--- config.mk ---
export PLATFORM = sky130hd
export DESIGN_NAME = register_pipe_flat
export DESIGN_NICKNAME = d
export VERILOG_FILES = /design/src/rtl/register_pipe_pkg.sv /design/src/rtl/register_pipe_if.sv /design/src/rtl/register_pipe_stage.sv /design/src/rtl/register_pipe.sv /design/src/flat_wrapper.sv
export SDC_FILE = /design/constraint.sdc
export NUM_CORES = 1
export LEC_CHECK = 0
export CORE_MARGIN = 2
export CORE_UTILIZATION = 46
export DETAILED_ROUTE_END_ITERATION = 8
export PLACE_DENSITY = 0.77
export SLEW_MARGIN = 10
export SYNTH_ARGS = -nofsm -noshare
export SYNTH_HDL_FRONTEND = slang
export SYNTH_SLANG_ARGS = --single-unit
--- constraint.sdc ---
create_clock -name clk -period 1.4 [get_ports clk]
set_input_delay 0.28 -clock clk [delete_from_list [all_inputs] [get_ports clk]]
set_output_delay 0.28 -clock clk [all_outputs]
set_load 0.01 [all_outputs]
--- src/rtl/register_pipe_pkg.sv ---
// Shared constants and helpers for the register_pipe pipeline slice.
package register_pipe_pkg;

  localparam int MIN_DEPTH = 1;

  function automatic int occ_width(input int depth);
    return $clog2(depth + 1);
  endfunction

endpackage

--- src/rtl/register_pipe_if.sv ---
// Handshake bus of register_pipe: upstream push side, downstream pop side, occupancy.
interface register_pipe_if #(
  parameter int WIDTH = 8,
  parameter int DEPTH = 2
);

  logic                                         in_valid;
  logic                                         in_ready;
  logic [WIDTH-1:0]                             in_data;
  logic                                         out_valid;
  logic                                         out_ready;
  logic [WIDTH-1:0]                             out_data;
  logic [register_pipe_pkg::occ_width(DEPTH)-1:0] occupancy;

  modport master (
    output in_valid, in_data, out_ready,
    input  in_ready, out_valid, out_data, occupancy
  );

  modport slave (
    input  in_valid, in_data, out_ready,
    output in_ready, out_valid, out_data, occupancy
  );

endinterface

--- src/rtl/register_pipe_stage.sv ---
// One handshaked pipeline stage: enable-loaded data register plus valid bit.
module register_pipe_stage #(
  parameter int               WIDTH       = 8,
  parameter logic [WIDTH-1:0] RESET_VALUE = '0
) (
  input  logic             clk,
  input  logic             reset_n,
  input  logic             clear,
  input  logic             up_valid,
  output logic             up_ready,
  input  logic [WIDTH-1:0] up_data,
  output logic             dn_valid,
  input  logic             dn_ready,
  output logic [WIDTH-1:0] dn_data
);

  logic             v;
  logic [WIDTH-1:0] d;

  assign up_ready = !v || dn_ready;
  assign dn_valid = v;
  assign dn_data  = d;

  // Data only loads with a valid word, so bubbles never toggle the register.
  always_ff @(posedge clk or negedge reset_n) begin
    if (!reset_n) begin
      v <= 1'b0;
      d <= RESET_VALUE;
    end else if (clear) begin
      v <= 1'b0;
      d <= RESET_VALUE;
    end else if (up_ready) begin
      v <= up_valid;
      if (up_valid) d <= up_data;
    end
  end

endmodule

--- src/rtl/register_pipe.sv ---
// DEPTH-stage valid/ready register chain with bubble collapsing, flush and occupancy count.
module register_pipe
  import register_pipe_pkg::*;
#(
  parameter int               WIDTH       = 8,
  parameter int               DEPTH       = 2,
  parameter logic [WIDTH-1:0] RESET_VALUE = '0
) (
  input  logic              clk,
  input  logic              reset_n,
  input  logic              clear,
  register_pipe_if.slave    bus
);

  localparam int OW = occ_width(DEPTH);

  if (DEPTH < MIN_DEPTH) begin : g_bad_depth
    $error("register_pipe: DEPTH must be at least %0d", MIN_DEPTH);
  end

  logic          in_rdy;
  logic          acc_in;
  logic          acc_out;
  logic [OW-1:0] occ;

  // Per-stage signals live in their own generate scope so the ready chain
  // is a set of distinct nets rather than one self-dependent vector.
  for (genvar i = 0; i < DEPTH; i++) begin : g_stage
    logic             up_v;
    logic [WIDTH-1:0] up_d;
    logic             rdy;
    logic             dn_rdy;
    logic             v;
    logic [WIDTH-1:0] d;

    if (i == 0) begin : g_first
      assign up_v = bus.in_valid;
      assign up_d = bus.in_data;
    end else begin : g_next
      assign up_v = g_stage[i-1].v;
      assign up_d = g_stage[i-1].d;
    end

    if (i == DEPTH - 1) begin : g_last
      assign dn_rdy = bus.out_ready;
    end else begin : g_mid
      assign dn_rdy = g_stage[i+1].rdy;
    end

    register_pipe_stage #(
      .WIDTH       (WIDTH),
      .RESET_VALUE (RESET_VALUE)
    ) u_stage (
      .clk      (clk),
      .reset_n  (reset_n),
      .clear    (clear),
      .up_valid (up_v),
      .up_ready (rdy),
      .up_data  (up_d),
      .dn_valid (v),
      .dn_ready (dn_rdy),
      .dn_data  (d)
    );
  end

  assign in_rdy        = g_stage[0].rdy && !clear;
  assign bus.in_ready  = in_rdy;
  assign bus.out_valid = g_stage[DEPTH-1].v;
  assign bus.out_data  = g_stage[DEPTH-1].d;
  assign bus.occupancy = occ;

  assign acc_in  = bus.in_valid && in_rdy;
  assign acc_out = g_stage[DEPTH-1].v && bus.out_ready;

  always_ff @(posedge clk or negedge reset_n) begin
    if (!reset_n) begin
      occ <= '0;
    end else if (clear) begin
      occ <= '0;
    end else if (acc_in && !acc_out) begin
      occ <= occ + OW'(1);
    end else if (!acc_in && acc_out) begin
      occ <= occ - OW'(1);
    end
  end

endmodule

--- src/flat_wrapper.sv ---
// flat-port wrapper written by rule: the top's interface ports become plain ports
module register_pipe_flat import register_pipe_pkg::*;
#(
  parameter int               WIDTH       = 8,
  parameter int               DEPTH       = 2,
  parameter logic [WIDTH-1:0] RESET_VALUE = '0
)
  (clk, reset_n, clear, bus_in_valid, bus_in_data, bus_out_ready, bus_in_ready, bus_out_valid, bus_out_data, bus_occupancy);
  register_pipe_if #(.WIDTH(WIDTH), .DEPTH(DEPTH)) bus_i ();
  input  logic clk;
  input  logic reset_n;
  input  logic clear;
  input wire logic [$bits(bus_i.in_valid)-1:0] bus_in_valid;
  input wire logic [$bits(bus_i.in_data)-1:0] bus_in_data;
  input wire logic [$bits(bus_i.out_ready)-1:0] bus_out_ready;
  output wire logic [$bits(bus_i.in_ready)-1:0] bus_in_ready;
  output wire logic [$bits(bus_i.out_valid)-1:0] bus_out_valid;
  output wire logic [$bits(bus_i.out_data)-1:0] bus_out_data;
  output wire logic [$bits(bus_i.occupancy)-1:0] bus_occupancy;
  assign bus_i.in_valid = bus_in_valid;
  assign bus_i.in_data = bus_in_data;
  assign bus_i.out_ready = bus_out_ready;
  assign bus_in_ready = bus_i.in_ready;
  assign bus_out_valid = bus_i.out_valid;
  assign bus_out_data = bus_i.out_data;
  assign bus_occupancy = bus_i.occupancy;
  register_pipe #(.WIDTH(WIDTH), .DEPTH(DEPTH), .RESET_VALUE(RESET_VALUE)) u_core (.clk(clk), .reset_n(reset_n), .clear(clear), .bus(bus_i));
endmodule
==> out/qor.csv <==
metric,value,unit
run status,finished with violations,
violations in the final reports,setup timing,
number of global-route vias before repair,749,
I/O pin cnt,25,
# rows,16,
total wire length after detailed routing,2050,um
Worst Setup End Kind,output pin,
count of state elements after synthesis,20,
"EDFF count, synth",0,
Die Ht,49.0,um
worst relative slew slack,0.809,
worst path required time,1120,ps
TritonCTS clock tree,yes,
Final Core Density,0.662,
DIE AREA,0.00240,mm2
number of slew-limit violations in the final report,0,
slack of the worst reg-to-reg path,50,ps
maximum fanout along the worst path,2,
Avg Inst Size Synth,11.7,um2
worst setup skew after layout,7.10,ps
Final Hold Fails,0,
root buffer cell,sky130_fd_sc_hd__clkbuf_4,
path class of the lowest-slack min-delay path,in -> async,
slew at the pin closest to its max-slew limit,285,ps
initial antenna violation count,0,
worst reg2reg path startpoint,u_core.bus.occupancy[0],
detail-routed via count per cell,5.39,
biggest area consumer among synthesized cells,sky130_fd_sc_hd__dfrtp_1,
initial core utilization,0.480,
overall global routing resource usage,0.199,
Wirelength per Cell,14.4,um
half-perimeter wire length of the detailed placement result,1590,um
post-layout min period,1400,ps
sequential-to-total area share from yosys stat,0.537,
synthesized instance count,80,
leakage power,0.000632,uW
buffer levels on the longest clock path,2,
"Clk Latency, worst-skew pair",310,ps
power density of the placed cells,994,mW/mm2
total global routing overflow,0,
# setup viols final,1,
count of vias placed by the detailed router,766,
Critical Path Source Type,flop,
maximum capacitance violations,0,
most instantiated cells after synthesis,"sky130_fd_sc_hd__dfrtp_1 (20), sky130_fd_sc_hd__a21oi_1 (11), sky130_fd_sc_hd__a22o_1 (8), sky130_fd_sc_hd__nand3_1 (8), sky130_fd_sc_hd__o21ai_0 (8)",
Synth Warn #,0,
Placement Cell Area,0.00125,mm2
worst-case reg-to-reg path depth,4,
proportion of synthesized flip-flops having asynchronous set or reset,1.00,
ratio of cells with drive above 1 in the final layout,0.226,
clk sink count,20,
setup repair after global routing missed its margin,yes,
Post-Synthesis Cell Area,932,um2
wire length of the first global-routing pass,3530,um
unique cell type count in the Yosys netlist,24,
overall die width,49.0,um
Mapped Nets,93,
Initial DRT Pass Iterations,4,
core area,0.00194,mm2
"top cells by area, synth","sky130_fd_sc_hd__dfrtp_1 (54%), sky130_fd_sc_hd__a22o_1 (7.5%), sky130_fd_sc_hd__a21oi_1 (5.9%)",
number of CTS-inserted buffers,3,
register clock-pin slew on the reported worst setup and hold paths,110,ps
most instantiated flip-flop cell in the synthesis netlist,sky130_fd_sc_hd__dfrtp_1,
total placed cells including tap cells,137,
synth-to-layout area growth,37.9,%
Final Net Count,129,
number of input and output port buffers inserted,24,
depth of the CTS H-tree,1,
Layout Cells excl Fill,142,
worst hold slack across all endpoints,286,ps
largest net degree at the start of global routing,21,
Worst R2R End,u_core.bus.occupancy[1],
maximum VDD drop,0.860,mV
"Data arrival, critical path",1120,ps
final clock period utilization by the worst path,1.00,
most frequent cell after synthesis,sky130_fd_sc_hd__dfrtp_1,
count of antenna-violating nets left after detailed routing,0,
total DRC errors in the routed layout,0,
worst setup slack after layout,-3.68,ps
Peak Freq,712,MHz
ant diodes,0,
share of the synthesized area in the top cell type,0.537,
final standard cell area without fillers,0.00128,mm2
initial drt markers,18,
Setup TNS,-3.68,ps
gpl congestion,0.724,
kind of critical path,reg -> out,
## where the power goes
part           switching, uW  total (uW)  internal, uW  leakage, uW
clock network            179         469           290    0.0000279
logic                   90.6         188          97.2     0.000333
registers               16.9         621           604     0.000270
## worst max path at each step
stage	startpoint	end	slack [ps]	cells past startpoint
4_1_cts	u_core.g_stage[1].u_stage.dn_valid	bus_in_ready	-5	3
3_5_place_dp	bus_out_ready	bus_in_ready	-500	4
6_report	u_core.g_stage[1].u_stage.dn_valid	bus_in_ready	-4	3
5_1_grt	u_core.g_stage[1].u_stage.dn_valid	bus_in_ready	-40	3
3_3_place_gp	bus_out_ready	bus_in_ready	-500	4
2_1_floorplan	u_core.g_stage[1].u_stage.dn_valid	u_core.bus.occupancy[1]	120	3
## area by class of cell
cell class              count  area (um2)
clock buffers               3        22.5
clock inverters             1        30.0
fillers                   166         657
inverters                   2        7.51
multi-input cells          53         385
flip-flops and latches     20         500
well taps                  27        33.8
repair buffers             36         305
## what timing repair did
| item | in CTS | in global routing |
|---|---|---|
| resized for setup | 19 | 1 |
| cloned | 0 | 0 |
| hold buffers | 0 | 0 |
| pin swaps | 1 | 0 |
| setup endpoints to repair | 14 | 2 |
| hold endpoints to repair | 0 | 0 |
| setup buffers | 1 | 0 |
## cell usage in the layout, fill, tap and decap left out, types with 2 or more instances in the layout
cell / n
sky130_fd_sc_hd__a21oi_1: 10
sky130_fd_sc_hd__a21oi_4: 2
sky130_fd_sc_hd__a22o_1: 8
sky130_fd_sc_hd__buf_4: 12
sky130_fd_sc_hd__clkbuf_4: 3
sky130_fd_sc_hd__clkdlybuf4s50_1: 10
sky130_fd_sc_hd__dfrtp_1: 20
sky130_fd_sc_hd__dlygate4sd2_1: 12
sky130_fd_sc_hd__inv_1: 2
sky130_fd_sc_hd__nand2b_1: 2
sky130_fd_sc_hd__nand3_1: 8
sky130_fd_sc_hd__nor2b_1: 2
sky130_fd_sc_hd__o21ai_0: 8
## per-layer routing
layer | part of all wire | GRT usage
met1 | 0.39 | 0.233
met2 | 0.54 | 0.352
met3 | 0.046 | 0.0460
met4 | 0.024 | 0.0762
met5 | 0 | 0
## sequential cells by signal, indices dropped and copies added, names as in the netlist
register,flops
u_core.bus.occupancy,2
u_core.g_stage.u_stage.dn_data,16
u_core.g_stage.u_stage.dn_valid,2
## through the flow
step           power, uW  setup WS, ps
2_1_floorplan        719           123
3_3_place_gp         820          -501
3_5_place_dp         828          -504
4_1_cts             1290         -5.13
5_1_grt             1320         -37.9
6_report            1280         -3.68
## worst max-delay path, stage by stage, from the launching register on
cell	delay, ps
sky130_fd_sc_hd__dfrtp_1	400
sky130_fd_sc_hd__nor2b_4	140
sky130_fd_sc_hd__a21oi_2	130
sky130_fd_sc_hd__buf_2	150
## kinds of logic (layout without fill, tap and decap cells)
family,count (synthesis),count (layout),share of synthesized area
buffers and inverters,7,42,0.0537
and+or+nand+nor,18,18,0.138
muxes,1,1,0.0161
DFF,20,20,0.537
AOI/OAI and AO/OA,34,34,0.255
Note: power is estimated with default switching activity, not from simulation.
